===== src/rtl/enc_limit_monitor.sv =====
// enc_limit_monitor: per-channel encoder position window check with persistence filter,
// latched fault and registered amplifier-disable request.
module enc_limit_monitor #(
  parameter int NUM_CH = 4,
  parameter int PERSIST = 16,
  parameter int CNT_W = 8,
  parameter logic [3:0] ADDR_MAIN = 4'h1
) (
  input  logic              sysclk,
  input  logic              reset,
  input  logic [24:0]       enc_data1,
  input  logic [24:0]       enc_data2,
  input  logic [24:0]       enc_data3,
  input  logic [24:0]       enc_data4,
  input  logic [15:0]       reg_waddr,
  input  logic [31:0]       reg_wdata,
  input  logic              reg_wen,
  input  logic [3:0]        reg_raddr_chan,
  output logic [31:0]       reg_lim_data,
  output logic [NUM_CH-1:0] lim_fault,
  output logic              amp_disable_req
);
  localparam logic [3:0] OFF_LIM_LO = 4'hD;
  localparam logic [3:0] OFF_LIM_HI = 4'hE;
  localparam logic [3:0] OFF_LIM_CTRL = 4'hF;
  localparam logic [CNT_W-1:0] P_MAX = CNT_W'(PERSIST);
  localparam logic [CNT_W-1:0] ONE = CNT_W'(1);
  typedef enum logic [1:0] {IDLE, ARMED, PENDING, FAULT} state_t;
  logic [24:0] enc [NUM_CH];
  logic [23:0] lo_a [NUM_CH];
  logic [23:0] hi_a [NUM_CH];
  logic [1:0] st_a [NUM_CH];
  logic [NUM_CH-1:0] en_a, oe_a;
  logic wr_main;
  logic unused;
  assign enc[0] = enc_data1;
  assign enc[1] = enc_data2;
  assign enc[2] = enc_data3;
  assign enc[3] = enc_data4;
  assign wr_main = reg_wen && reg_waddr[15:12] == ADDR_MAIN;
  assign unused = ^{reg_waddr[11:8], reg_wdata[30:24]};
  for (genvar g = 0; g < NUM_CH; g++) begin : ch
    logic sel, wr_lo, wr_hi, wr_ctrl, viol;
    logic [23:0] lo, hi;
    logic en, oe;
    logic [CNT_W-1:0] cnt;
    state_t st;
    assign sel = wr_main && reg_waddr[7:4] == 4'(g + 1);
    assign wr_lo = sel && reg_waddr[3:0] == OFF_LIM_LO;
    assign wr_hi = sel && reg_waddr[3:0] == OFF_LIM_HI;
    assign wr_ctrl = sel && reg_waddr[3:0] == OFF_LIM_CTRL;
    // lo > hi makes every position violate, which is kept as a deliberate test hook
    assign viol = enc[g][23:0] < lo || enc[g][23:0] > hi || (oe && enc[g][24]);
    always_ff @(posedge sysclk or negedge reset)
      if (!reset) begin
        lo <= 24'h000000;
        hi <= 24'hFFFFFF;
        en <= 1'b0;
        oe <= 1'b0;
        cnt <= '0;
        st <= IDLE;
      end else begin
        if (wr_lo) lo <= reg_wdata[23:0];
        if (wr_hi) hi <= reg_wdata[23:0];
        if (wr_ctrl) begin
          en <= reg_wdata[0];
          oe <= reg_wdata[1];
        end
        case (st)
          IDLE: begin
            cnt <= '0;
            if (en) st <= ARMED;
          end
          ARMED:
            if (!en) st <= IDLE;
            else if (viol) begin
              st <= PERSIST == 1 ? FAULT : PENDING;
              cnt <= ONE;
            end
          PENDING:
            if (!en) begin
              st <= IDLE;
              cnt <= '0;
            end else if (!viol) begin
              st <= ARMED;
              cnt <= '0;
            end else begin
              cnt <= cnt + ONE == P_MAX ? P_MAX : cnt + ONE;
              if (cnt + ONE == P_MAX) st <= FAULT;
            end
          default:
            // only an explicit clear leaves FAULT; a pending violation is re-filtered from scratch
            if (wr_ctrl && reg_wdata[31]) begin
              st <= reg_wdata[0] ? ARMED : IDLE;
              cnt <= '0;
            end
        endcase
      end
    assign lim_fault[g] = st == FAULT;
    assign lo_a[g] = lo;
    assign hi_a[g] = hi;
    assign st_a[g] = st;
    assign en_a[g] = en;
    assign oe_a[g] = oe;
  end
  always_ff @(posedge sysclk or negedge reset)
    if (!reset) amp_disable_req <= 1'b0;
    else amp_disable_req <= |lim_fault;
  always_comb begin
    reg_lim_data = '0;
    for (int i = 0; i < NUM_CH; i++)
      if (reg_raddr_chan[2:0] == 3'(i + 1))
        reg_lim_data = {st_a[i], oe_a[i], en_a[i], 3'b000, lim_fault[i],
                        reg_raddr_chan[3] ? hi_a[i] : lo_a[i]};
  end
endmodule


===== config.mk =====
export PLATFORM = sky130hd
export DESIGN_NAME = enc_limit_monitor
export DESIGN_NICKNAME = d
export VERILOG_FILES = /design/src/rtl/enc_limit_monitor.sv
export SDC_FILE = /design/constraint.sdc
export NUM_CORES = 1
export LEC_CHECK = 0
export BUFFER_PORTS_ARGS = -buffer_cell sky130_fd_sc_hd__buf_2
export CELL_PAD_IN_SITES_DETAIL_PLACEMENT = 0
export CELL_PAD_IN_SITES_GLOBAL_PLACEMENT = 1
export CORE_MARGIN = 4
export CORE_UTILIZATION = 38
export DETAILED_ROUTE_END_ITERATION = 6
export HOLD_SLACK_MARGIN = 0.1
export PLACE_DENSITY = 0.72
export SETUP_SLACK_MARGIN = 0.4
export SYNTH_ARGS = -nofsm -noshare
export SYNTH_HDL_FRONTEND = slang
export SYNTH_SLANG_ARGS = --single-unit

===== constraint.sdc =====
create_clock -name sysclk -period 7 [get_ports sysclk]
set_input_delay 1.05 -clock sysclk [delete_from_list [all_inputs] [get_ports sysclk]]
set_output_delay 1.05 -clock sysclk [all_outputs]
set_load 0.05 [all_outputs]

Yosys cells after proc, flatten, opt, wreduce, memory -nomap -nowiden
Cells that the tools add are included.

Add/subtract/negate cells: 4. Magnitude comparators: 8. Equality and inequality tests: 48. Muxes and demuxes: 69. Reduce and logical (&&, ||, !) cells: 50.

Operator list (count): $mux 8 (24); $mux 32 (4); $gt 24x24->1 (4); $lt 24x24->1 (4); $mux 24 (4); $pmux 8 s3 (4); $mux 2 (28); $add 8x1->8 const B (4); $eq 8x5->1 const B (4); $logic_and 1x1->1 (25); $ne 2x2->1 const B (12); $pmux 2 s3 (4); $eq 2x2->1 const B (8); $ne 4x4->1 const B (4); $reduce_and 4->1 (4); $reduce_bool 4->1 (4); $eq 4x4->1 const B (3); $ne 3x3->1 const B (4); $reduce_and 3->1 (4); $eq 2x1->1 const B (4); $eq 4x1->1 const B (2); $eq 4x2->1 const B (2); $logic_not 2->1 (4); $logic_or 1x1->1 (8); 6 further kinds (7).

Flip-flop bits (word level): 241. Bits of input ports: 155. Output and inout bits: 37. Logic and storage cells: 204.

Logic depth before layout (Yosys ltp)
Depth in word-level cells: 7. Depth in mapped cells: 11. Depth with buffers taken out: 10.

Worst setup path after synthesis
Ideal clock, no wire load.

Path kind: input -> output. Start point: input port reg_raddr_chan[3]. End point: output port reg_lim_data[10]. Data arrival time: 3.142 ns. Data required time: 5.950 ns. Slack: 2.808 ns. Stages: 6. Cell sequence: clkbuf_1 > clkbuf_1 > buf_2 > buf_1 > mux2i_1 > a21oi_1.

Longest elaborated chain between the ends: 5.

Ends and longest elaborated chain: start: declaration (RTL line 18) `input logic [3:0] reg_raddr_chan,`; $mux 24 (RTL line 114) `reg_raddr_chan[3] ? hi_a[i] : lo_a[i]};`; $mux 32 (3 in series) (RTL line 112) `if (reg_raddr_chan[2:0] == 3'(i + 1))`; $mux 32 * (RTL line 112); end: declaration (RTL line 19) `output logic [31:0] reg_lim_data,`.

Every way passes the cells marked *; elsewhere a longest branch is shown, timed or not.

Final worst setup path
Start point: input port reg_raddr_chan[0]. End point: output port reg_lim_data[15].

Longest elaborated chain between the ends: 5.

Ends and longest elaborated chain (RTL line): $eq 3x1->1 (112); $mux 32 (3 in series) (112); $mux 32 * (112).

Marks and branches as above.

==> flow_summary.json <==
{
  "clkPwrFrac_pct": 42.8,
  "skew_ns": 0.03155,
  "postRouteAntennaNets": 0,
  "end_kind": "output port",
  "async_flop_share_pct": 100.0,
  "synth-seq-cells": 241,
  "portBuffers": 177,
  "cts_root_buffer": "clkbuf_16",
  "yosysWarnings": 0,
  "detail_route.iter0.violations": 730,
  "clock_latency_ns": 0.58,
  "fill_cells": 4280,
  "synth_edf_count": 0,
  "synth-main-ff-cell": "dfrtp_1",
  "cp_data_arrival_time_ns": 4.03,
  "finalNetCount": 2285,
  "syn_area_um2": 16970,
  "startpoint": "reg_raddr_chan[0]",
  "hold_path_class": "in2async",
  "period_needed_ns": 5.082,
  "p_switching_uw": 1139,
  "hold_viol_final": 0,
  "cp.required_ns": 5.95,
  "via_count": 13730,
  "dieHeight_um": 219.3,
  "core_um2": 44220,
  "die_area_um2": 48110,
  "rsz0062_at_grt": "false",
  "layout-drive-gt1-share_pct": 27.60,
  "drt_wl_total_um": 51110,
  "die_w_um": 219.3,
  "path_class": "in2out",
  "cts_resized": 0,
  "overflow": 0,
  "setup_tns_ns": 0,
  "final_cell_mix": "210 x inv_1, 208 x ha_1, 178 x mux2_2, 175 x buf_2, 145 x dfrtp_1",
  "switching_share_pct": 29.91,
  "first_pass_iters": 5,
  "mostFrequentLayoutCell": "inv_1",
  "max_freq_mhz": 196.8,
  "synthToLayoutAreaGrowth_pct": 15.27,
  "clkSinkCount": 241,
  "cts_made_buffers": 30,
  "drc_errors": 0,
  "endpoint": "reg_lim_data[15]",
  "antenna_found_initial": 3,
  "io_pins": 192,
  "hpwl_um": 38780,
  "cts_tree": "done",
  "wl_per_cell_um": 20.12,
  "cts_hold_buffers": 0,
  "path_clk_slew_ns": 0.05,
  "grt_pass1_wl_um": 78180,
  "irDropWorstVdd_v": 0.0001870,
  "initial_core_util_pct": 38.38,
  "p_int_uw": 2670,
  "r2r-start": "ch[1].lo[11]",
  "grt_max_degree": 171,
  "hold_ws_ns": 0.4685,
  "syn_inst": 1757,
  "syn_area_per_cell_um2": 9.661,
  "drv_cap": 0,
  "finalSetupViolations": 0,
  "r2r_cells": 10,
  "slew_violations": 0,
  "place_congestion": 0.8916,
  "grt_pass1_vias": 13240,
  "p_leak_uw": 0.008855,
  "yosysSeqAreaShare_pct": 36.24,
  "p_seq_share_pct": 37.9,
  "ctsHtreeMaxLevel": 1,
  "p_comb_share_pct": 19.2,
  "routed_via_density": 5.407,
  "timing.reg2reg.setup_slack_ns": 3.49,
  "post_cts_buffers": 0,
  "cts_max_path_buffers": 3,
  "r2r-end": "ch[1].st[1]",
  "outcome": "finished clean",
  "critPathMaxFanout": 29,
  "fin_crit_sh_pct": 72.60,
  "max_slew_margin_pct": 22.88,
  "rows": 77,
  "p_per_area_nw_per_um2": 194.7,
  "synth_cell_types": 76,
  "critPathLaunchType": "primary input",
  "track_usage_pct": 20.84,
  "worst_pin_slew_ns": 1.155
}
-- flip-flops by register name, summed over array words and instances, names as in the netlist --
register and flops:
ch.hi 96, ch.lo 96, ch.cnt 32, ch.st 8
ch.en 4, ch.oe 4, amp_disable_req 1
-- synthesized netlist by cell type, drive strengths merged, types with 4 or more instances --
library cell | number | area [um2]
inv | 210 | 788.3
ha | 208 | 2603
mux2 | 180 | 2034
dfrtp | 145 | 3628
nand2 | 143 | 536.8
a21oi | 139 | 695.7
dfstp | 96 | 2522
nor2 | 63 | 236.5
o21ai | 58 | 290.3
mux2i | 56 | 560.5
clkbuf | 50 | 187.7
nand4 | 37 | 231.5
nand3 | 34 | 170.2
a21o | 32 | 241.5
nor3 | 29 | 145.1
a221oi | 26 | 234.0
a211oi | 23 | 172.7
a31oi | 19 | 131.4
o22ai | 18 | 112.6
nor2b | 16 | 100.1
and3 | 14 | 87.58
nand2b | 13 | 81.33
buf | 12 | 57.55
o211ai | 11 | 82.58
nor4 | 9 | 56.30
a211o | 8 | 71.32
a22o | 8 | 70.07
and2 | 8 | 51.30
a221o | 7 | 71.32
a22oi | 7 | 52.55
nand3b | 6 | 45.04
or2 | 6 | 37.54
a21boi | 5 | 37.54
o31ai | 5 | 37.54
or3 | 5 | 31.28
xnor2 | 5 | 43.79
nor3b | 4 | 30.03
-- worst min path at each step --
| stage | start | to | slack, ns | cells after the start |
|---|---|---|---|---|
| after CTS | reset | ch[0].lo[15] | 0.46 | 1 |
| after global routing | reset | ch[1].cnt[2] | 0.50 | 1 |
| after detailed placement | ch[1].lo[9] | ch[1].lo[9] | 0.50 | 1 |
| after floorplan | ch[0].lo[9] | ch[0].lo[9] | 0.48 | 1 |
| after global placement | ch[1].lo[9] | ch[1].lo[9] | 0.49 | 1 |
| final | reset | ch[1].cnt[4] | 0.47 | 1 |
-- final cells by class --
type                    instances  area [um2]  share of cell area (%)
flip-flops and latches        241        6151                   31.44
clock buffers                  43       819.5                   4.189
inverters                     210       788.3                   4.029
clock inverters                13       210.2                   1.074
diodes                          2       5.005                 0.02558
repair buffers                193        1031                   5.270
well taps                     592       740.7                   3.786
multi-input cells            1246        9819                   50.19
-- per-layer routing --
layer,track usage [%],up-vias,routed length (um)
li1,-,6666,-
met1,30.56,6692,24810
met2,32.57,307,22940
met3,3.005,64,2358
met4,4.719,4,983
met5,0,-,26
-- cell families after synthesis --
group | Yosys count | synth area share (%)
AND/OR/NAND/NOR | 398 | 11.47
AO/OA/AOI/OAI | 393 | 15.15
buffers and inverters | 272 | 6.089
flip-flops | 241 | 36.24
multiplexers | 236 | 15.29
adder cells (fa/ha/maj) | 208 | 15.33
XOR/XNOR | 8 | 0.4128
other | 1 | 0.02209
-- worst max-delay path, cell delays in order --
cell      delay [ns]
buf_2           0.39
nor2b_4         0.68
buf_4           0.45
a221oi_1        0.15
a31oi_1         0.55
a211oi_1        0.18
a21oi_1         0.25
buf_2           0.32
-- metrics by stage --
step	area, um2	worst slack (ns)	std cells	utilization [%]	power [uW]
floorplan	16980	2.808	1759	-	1928
global placement	18530	2.030	2482	41.90	2184
detailed placement	18530	2.054	2482	41.90	2194
CTS	19560	2.033	2538	44.23	3848
global route	19560	1.841	2539	44.24	3986
finish	19570	1.918	2540	44.24	3809
-- power groups by stage --
stage	clock network, uW	registers (uW)	logic, uW
3_5_place_dp	0	1470	727
6_report	1630	1450	732
3_3_place_gp	0	1470	717
2_1_floorplan	0	1460	465
4_1_cts	1670	1440	732
5_1_grt	1720	1450	814
Power figures use the tool's default switching activity.
